`config.mk`:
```
export PLATFORM = sky130hd
export DESIGN_NAME = comm_system
export DESIGN_NICKNAME = d
export VERILOG_FILES = /design/src/rtl/comm_pkg.sv /design/src/rtl/comm_fifo.sv /design/src/rtl/comm_system.sv
export SDC_FILE = /design/constraint.sdc
export NUM_CORES = 1
export LEC_CHECK = 0
export ABC_AREA = 0
export ABC_CLOCK_PERIOD_IN_PS = 9600
export CAP_MARGIN = 20
export CORE_ASPECT_RATIO = 2
export CORE_MARGIN = 2
export CORE_UTILIZATION = 50
export DETAILED_ROUTE_END_ITERATION = 16
export GPL_TIMING_DRIVEN = 0
export HOLD_SLACK_MARGIN = 0.12
export PLACE_DENSITY = 0.67
export SLEW_MARGIN = 20
export SYNTH_ARGS = -nofsm -noshare
export SYNTH_HDL_FRONTEND = slang
export SYNTH_SLANG_ARGS = --single-unit
```
`constraint.sdc`:
```
create_clock -name clk -period 9.6 [get_ports clk]
set_input_delay 1.92 -clock clk [delete_from_list [all_inputs] [get_ports clk]]
set_output_delay 1.92 -clock clk [all_outputs]
set_load 0.01 [all_outputs]
```
`src/rtl/comm_pkg.sv`:
```
// Shared types for the single-input, dual-output wormhole flit switch.
package comm_pkg;

  localparam int unsigned DW_DEFAULT = 32;
  localparam int unsigned DEST_BIT   = DW_DEFAULT - 3;

  typedef enum logic [1:0] {
    BODY   = 2'b00,
    HEAD   = 2'b01,
    TAIL   = 2'b10,
    SINGLE = 2'b11
  } flit_type_t;

  typedef enum logic {
    IDLE   = 1'b0,
    LOCKED = 1'b1
  } route_state_t;

  function automatic flit_type_t flit_type(input logic [1:0] tbits);
    return flit_type_t'(tbits);
  endfunction

endpackage

```
`src/rtl/comm_fifo.sv`:
```
// Synchronous show-ahead FIFO; push on full is accepted only alongside a pop.
module comm_fifo #(
  parameter int unsigned DW    = 32,
  parameter int unsigned DEPTH = 4
) (
  input  logic          clk,
  input  logic          rstn,
  input  logic          push_i,
  input  logic          pop_i,
  input  logic [DW-1:0] din_i,
  output logic [DW-1:0] dout_o,
  output logic          full_o,
  output logic          empty_o
);

  localparam int unsigned AW = $clog2(DEPTH);

  logic [DW-1:0] mem_q [DEPTH];
  logic [AW-1:0] wptr_q, wptr_d, rptr_q, rptr_d;
  logic [AW:0]   count_q, count_d;
  logic          do_push, do_pop;

  assign full_o  = (count_q == (AW+1)'(DEPTH));
  assign empty_o = (count_q == '0);
  assign dout_o  = mem_q[rptr_q];

  assign do_pop  = pop_i & ~empty_o;
  assign do_push = push_i & (~full_o | do_pop);

  always_comb begin
    wptr_d  = wptr_q;
    rptr_d  = rptr_q;
    count_d = count_q;
    if (do_push) wptr_d = wptr_q + 1'b1;
    if (do_pop)  rptr_d = rptr_q + 1'b1;
    case ({do_push, do_pop})
      2'b10:   count_d = count_q + 1'b1;
      2'b01:   count_d = count_q - 1'b1;
      default: count_d = count_q;
    endcase
  end

  always_ff @(posedge clk) begin
    if (!rstn) begin
      wptr_q  <= '0;
      rptr_q  <= '0;
      count_q <= '0;
    end else begin
      wptr_q  <= wptr_d;
      rptr_q  <= rptr_d;
      count_q <= count_d;
    end
  end

  // Storage needs no reset: contents are only observed through a valid count.
  always_ff @(posedge clk) begin
    if (do_push) mem_q[wptr_q] <= din_i;
  end

endmodule

```
`src/rtl/comm_system.sv`:
```
// Flit switch: input FIFO, wormhole route stage with destination lock, two output FIFOs.
module comm_system
  import comm_pkg::*;
#(
  parameter int unsigned DW        = DW_DEFAULT,
  parameter int unsigned IN_DEPTH  = 4,
  parameter int unsigned OUT_DEPTH = 8
) (
  input  logic          clk,
  input  logic          rstn,
  input  logic [DW-1:0] data_i_stab,
  input  logic          valid_i_stab,
  output logic          ready_o_stab,
  output logic [DW-1:0] data_o_flee0,
  output logic          valid_o_flee0,
  input  logic          ready_i_flee0,
  output logic [DW-1:0] data_o_flee1,
  output logic          valid_o_flee1,
  input  logic          ready_i_flee1
);

  localparam int unsigned DST = DW - 3;

  logic [DW-1:0] in_dout;
  logic          in_full, in_empty, in_push, in_pop;
  logic          f0_full, f0_empty, f0_push, f0_pop;
  logic          f1_full, f1_empty, f1_push, f1_pop;
  logic          room0, room1, fwd, tgt;
  flit_type_t    ftype;
  route_state_t  state_q, state_d;
  logic          dest_q, dest_d;

  assign ready_o_stab  = rstn & ~in_full;
  assign in_push       = valid_i_stab & ready_o_stab;
  assign valid_o_flee0 = rstn & ~f0_empty;
  assign valid_o_flee1 = rstn & ~f1_empty;
  assign f0_pop        = valid_o_flee0 & ready_i_flee0;
  assign f1_pop        = valid_o_flee1 & ready_i_flee1;
  assign room0         = ~f0_full | f0_pop;
  assign room1         = ~f1_full | f1_pop;
  assign ftype         = flit_type(in_dout[DW-1:DW-2]);

  comm_fifo #(.DW(DW), .DEPTH(IN_DEPTH)) u_in_fifo (
    .clk(clk), .rstn(rstn), .push_i(in_push), .pop_i(in_pop),
    .din_i(data_i_stab), .dout_o(in_dout), .full_o(in_full), .empty_o(in_empty)
  );

  comm_fifo #(.DW(DW), .DEPTH(OUT_DEPTH)) u_flee0_fifo (
    .clk(clk), .rstn(rstn), .push_i(f0_push), .pop_i(f0_pop),
    .din_i(in_dout), .dout_o(data_o_flee0), .full_o(f0_full), .empty_o(f0_empty)
  );

  comm_fifo #(.DW(DW), .DEPTH(OUT_DEPTH)) u_flee1_fifo (
    .clk(clk), .rstn(rstn), .push_i(f1_push), .pop_i(f1_pop),
    .din_i(in_dout), .dout_o(data_o_flee1), .full_o(f1_full), .empty_o(f1_empty)
  );

  // Orphan BODY/TAIL flits (no lock) are popped without being forwarded.
  always_comb begin
    state_d = state_q;
    dest_d  = dest_q;
    in_pop  = 1'b0;
    f0_push = 1'b0;
    f1_push = 1'b0;
    fwd     = 1'b0;
    tgt     = 1'b0;
    if (!in_empty) begin
      case (ftype)
        HEAD, SINGLE: begin
          fwd = 1'b1;
          tgt = in_dout[DST];
        end
        default: begin
          if (state_q == LOCKED) begin
            fwd = 1'b1;
            tgt = dest_q;
          end else begin
            in_pop = 1'b1;
          end
        end
      endcase
      if (fwd && (tgt ? room1 : room0)) begin
        in_pop  = 1'b1;
        f0_push = ~tgt;
        f1_push = tgt;
        case (ftype)
          HEAD: begin
            state_d = LOCKED;
            dest_d  = tgt;
          end
          TAIL:    state_d = IDLE;
          default: state_d = state_q;
        endcase
      end
    end
  end

  always_ff @(posedge clk) begin
    if (!rstn) begin
      state_q <= IDLE;
      dest_q  <= 1'b0;
    end else begin
      state_q <= state_d;
      dest_q  <= dest_d;
    end
  end

endmodule

```
# After elaboration in Yosys (flattened, before gate mapping)
# Memory sizes are Yosys's and may differ from the RTL's. A register that Yosys moved wholly into a read port is not among the register bits.
# Cells that the tools add are included.
[op_classes]
n_addsub = 12
eq_ne = 12
mux = 31
bitwise = 24
reduce_logical = 11
[op_table]
columns = ["cell", "n"]
rows = [
  ["$mux W1", 21],
  ["$pmux W4 S2", 2],
  ["$add A3 B1 Y3 const B", 5],
  ["$and A1 B1 Y1", 12],
  ["$mux W3", 4],
  ["$eq A2 B2 Y1 const B", 5],
  ["$add A4 B1 Y4 const B", 2],
  ["$eq A2 B1 Y1 const B", 4],
  ["$eq A4 B4 Y1 const B", 2],
  ["$logic_not A4 Y1", 2],
  ["$reduce_bool A2 Y1", 4],
  ["$sub A4 B1 Y4 const B", 2],
  ["$not A1 Y1", 7],
  ["$pmux W3 S2", 1],
  ["$reduce_and A3 Y1", 2],
  ["$or A1 B1 Y1", 5],
  ["$add A2 B1 Y2 const B", 2],
  ["$mux W2", 2],
  ["$eq A3 B3 Y1 const B", 1],
  ["$logic_not A3 Y1", 1],
  ["$sub A3 B1 Y3 const B", 1],
  ["$pmux W1 S2", 1],
  ["$reduce_or A2 Y1", 1],
  ["$logic_and A1 B1 Y1", 1],
]
[totals]
reg_bits = 29
ram_bits = 640
inputBits = 37
output_inout_bits = 67
wordCells = 104
mem_count = 3
[memory_table]
columns = ["name", "words", "width", "read_ports", "rd_ports_with_merged_regs", "wr", "line", "rtl"]
rows = [
  ["u_flee0_fifo.mem_q", 8, 32, 1, 1, 1, "comm_fifo.sv:18", "logic [DW-1:0] mem_q [DEPTH];"],
  ["u_flee1_fifo.mem_q", 8, 32, 1, 1, 1, "comm_fifo.sv:18", ""],
  ["u_in_fifo.mem_q", 4, 32, 1, 1, 1, "comm_fifo.sv:18", ""],
]

# Logic depth before layout (Yosys ltp)
[logic_depth]
word_depth = 14
depth_mapped = 12
ltp_nobuf = 10

# By module
# A second synthesis with hierarchy kept.
[hier_totals]
cells_unflattened = 1174
area_unflattened_um2 = 26400.3
[by_module_without_submodules]
columns = ["mod", "n_inst", "cells_per_inst", "area_per_inst_um2", "seq_area_each_um2"]
rows = [
  ["comm_fifo (u_flee1_fifo)", 1, 453, 10476.3, 7947.6],
  ["comm_fifo (u_flee0_fifo)", 1, 453, 10471.3, 7947.6],
  ["comm_fifo (u_in_fifo)", 1, 227, 5149.9, 4023.9],
  ["comm_system", 1, 41, 302.8, 40.0],
]

# Worst setup path after synthesis
# No wires, ideal clock.
[synth_path]
kind = "input to register"
start = "input port ready_i_flee1"
end = "memory u_flee1_fifo.mem_q[2][0] (enable)"
setup_time_ns = 0.513
arrival_ns = 5.780
required_time_ns = 9.087
slack_ns = 3.307
cell_stages = 4
path_buffers = 0
path_cell_list = "a21boi_0 -> nand2_1 -> nand3_2 -> nor4b_1"
[synth_between]
elab_chain_cells = 9
elab_cells_between_ends = 11
cone_classes = "mux (5); bitwise (5); reduce/logical (1)"
[synth_rtl]
columns = ["element", "line", "rtl"]
rows = [
  ["start, declared", "comm_system.sv:19", "input logic ready_i_flee1"],
  ["$and A1 B1 Y1 *", "comm_system.sv:38", "assign f1_pop = valid_o_flee1 & ready_i_flee1;"],
  ["$or A1 B1 Y1", "comm_system.sv:40", "assign room1 = ~f1_full | f1_pop;"],
  ["$mux W1", "comm_system.sv:82", "if (fwd && (tgt ? room1 : room0)) begin"],
  ["$logic_and A1 B1 Y1", "comm_system.sv:82", ""],
  ["$mux W1", "comm_system.sv:82", ""],
  ["$mux W1", "comm_system.sv:67", "if (!in_empty) begin"],
  ["$and A1 B1 Y1 *", "comm_fifo.sv:28", "assign do_push = push_i & (~full_o | do_pop);"],
  ["$mux W1 *", "comm_fifo.sv:57", "if (do_push) mem_q[wptr_q] <= din_i;"],
  ["$mux W1 (implied by the code) *", "comm_fifo.sv:57", ""],
  ["end, declared", "comm_fifo.sv:18", ""],
]
# Every way passes the cells marked *; elsewhere a longest branch is shown, timed or not.

# Final worst setup path
[layout_path]
start = "input port rstn"
end = "output port ready_o_stab"
[layout_between]
elab_chain_cells = 1
[layout_rtl]
columns = ["element", "line", "rtl"]
rows = [
  ["start, declared", "comm_system.sv:10", "input logic rstn,"],
  ["$and A1 B1 Y1", "comm_system.sv:33", "assign ready_o_stab = rstn & ~in_full;"],
  ["end, declared", "comm_system.sv:13", "output logic ready_o_stab,"],
]
# No other way between the ends.

==> results.cfg <==
[flow_run]
cap_violations = 0

[floorplanning]
design.core.area_um2 = 50900
dieArea_um2 = 53500
ios = 104
placementRows = 117
chipWidth_um = 165
die_y_um = 325
initial_core_util = 0.506

[synthesis]
synth.mux.area_fraction = 0.172
netlist.area_leader.share = 0.745
avgSynthCellArea_um2 = 22.6
yosysWarnings = 0
synth_top_family_by_area = multiplexers
synthAdderAreaFrac = 0.00902
synth_common_cells = edfxtp_1, mux4_2, mux2_2
synth_edf_count = 640
yosysUniqueCellTypes = 48
synth_flop_cell = edfxtp_1
syn-instance-count = 1139
synthSimpleGateAreaFrac = 0.0201
synth-xor-area-share = 0.00611
netlist_area_um2 = 25800
synth.most_common_cell = edfxtp_1
synth_seq_cells = 677
synth.net_count = 1194
ys_seq_area_frac = 0.774
synthArstFlopShare = 0
yosysTopAreaCell = edfxtp_1
synth-compound-area-share = 0.00801
synth.area.top_cells = edfxtp_1, mux4_2, dfxtp_1

[finish]
finalInstanceArea_um2 = 30200
drive_gt1_frac = 0.302
antenna_cells = 0
syn2layout_area_growth_pct = 17.2
final_nets = 1426

[global_routing]
grt_util_all_layers = 0.197
antenna_found_initial = 0
grt_overflow = 0
grt_start_max_net_pins = 27
grt_pass1_wl_mm = 77.2
grt_pass1_vias = 12761

[setup_path]
rr_worst_depth = 11
crit_cells = 4
end_kind = output port
regToRegSetupSlack_ps = 5870
cp_top_family = buffers and inverters
cp_max_fo = 7
crit_buf_inv = 3
worstPathArrival_ps = 3680
criticalPathCategory = primary input to output port
cp_cell_sequence = clkdlybuf4s50_1 -> inv_2 -> a31oi_1 -> clkdlybuf4s50_1
crit_path_top_delay_cell = clkdlybuf4s50_1
crit_path_frequent_cell = clkdlybuf4s50_1
cp_data_required_time_ps = 7680
slowest_delay_ps = 640
startpoint = rstn
start_kind = primary input

[clock_network]
clock-root-buffer = clkbuf_16
clockBufferDepth = 3
post_cts_buffers = 0
htreeDepth = 2
cts_buffers = 54
cts_hold_buf = 0
ctsResizeCount = 0
cts.clk_slew.worst_paths_ps = 70
cts_tree = yes
clkSinkCount = 677
insertion_delay_ps = 590

[route]
drtPass1Iterations = 5
wirelength_mm = 51.5
antenna_left = 0
drc = 0
drt_iter0_drc = 762
routedWlPerCell_um = 24.9
via_per_inst = 5.73
dr_total_vias = 11850

[timing]
tightestPinTransition_ps = 865
max_freq_mhz = 179
slew_viol_final = 0
setup_viol = 0
worst_clock_skew_ps = 24.4
min_period_over_period = 0.583
slew_headroom = 0.423
period_needed_ps = 5600
finalHoldViolations = 0
rsz0062_at_grt = false

[placement]
postPlaceCellArea_um2 = 28400
hpwl_mm = 36.0
port-buffer-count = 103
gp_congestion = 0.765

[power]
p_per_area_nw_per_um2 = 247
power_w = 0.00747
peakVddDrop_mv = 0.163
cellLeakagePower_nw = 9.50

[min_path]
hp-start = u_flee0_fifo.rptr_q[1]$_SDFFE_PN0P_
hp-class = flip-flop to flip-flop
hold_depth = 2

[run_status]
status = finished clean
## flip-flops by register name, summed over array words and instances, names as in the netlist, named ones only
name	flops
dest_q	1
state_q	1
u_in_fifo.mem_q	128
u_flee1_fifo.rptr_q	3
u_in_fifo.rptr_q	2
u_flee1_fifo.mem_q	256
u_in_fifo.wptr_q	2
u_flee0_fifo.rptr_q	3
u_flee0_fifo.count_q	4
u_flee1_fifo.wptr_q	3
u_flee0_fifo.mem_q	256
u_flee1_fifo.count_q	4
u_in_fifo.count_q	3
u_flee0_fifo.wptr_q	3
## metal layers
metal / vias to the layer above / track usage / part of all wire
met2: 273 / 0.375 / 0.58
met5: - / 0 / 0
met4: 0 / 0.0620 / 0.026
li1: 5187 / - / -
met1: 6314 / 0.228 / 0.36
met3: 76 / 0.0214 / 0.034
## power breakdown
group | internal (W) | switching [W]
clock | 0.00129 | 0.00101
sequential | 0.00368 | 0.0000523
combinational | 0.000611 | 0.000827
total | 0.00559 | 0.00189
## placed cells by master, fill, tap and decap left out, types with 12 or more instances in the layout
cell type	n
buf_4	42
clkdlybuf4s50_1	103
nor2_1	20
mux4_2	160
clkbuf_1	35
clkinv_1	12
dfxtp_1	37
mux2_2	64
edfxtp_1	640
nand2_1	16
buf_2	35
clkbuf_16	54
xor2_1	13
ha_1	17
## final timing paths
| kind | end |
|---|---|
| min reg2reg | u_flee0_fifo.rptr_q[1]$_SDFFE_PN0P_ |
| max | ready_o_stab |
| max reg2reg | u_flee0_fifo.mem_q[0][28]$_DFFE_PP_ |
| min | u_flee0_fifo.rptr_q[1]$_SDFFE_PN0P_ |
## cells by family after synthesis
kind of cell	count (synthesis)
multiplexers	234
AND/OR/NAND/NOR	94
flip-flops	677
adder cells (fa/ha/maj)	18
XOR/XNOR	18
buffers and inverters	67
AO/OA/AOI/OAI	31
## through the flow
step                hold slack, ps  utilization  cells  worst slack (ps)  TNS [ps]
global route                   525        0.593   2069              3860         0
detailed placement             482        0.557   1969              3990         0
finish                         495        0.593   2069              4000         0
floorplan                      446            -   1139              3310         0
CTS                            492        0.593   2069              3970         0
global placement               462        0.543   1896             -1460   -122230
## final cells by class
class,instances,area [um^2]
Sequential cell,677,20000
Fill cell,3670,20700
Clock inverter,40,452
Timing Repair Buffer,176,1660
Tap cell,654,818
Inverter,12,45.0
Multi-Input combinational cell,395,5650
Clock buffer,60,1390
Buffer,55,241
## worst reg2reg max path: stages (launching register included)
cell and delay [ps]:
dfxtp_1 330, buf_6 130, mux4_2 770, mux2i_1 290, nand3_1 110, buf_4 220
nor4_2 480, buf_4 260, buf_2 200, buf_4 190, buf_2 220, buf_2 240
Note: power is estimated with default switching activity, not from simulation.
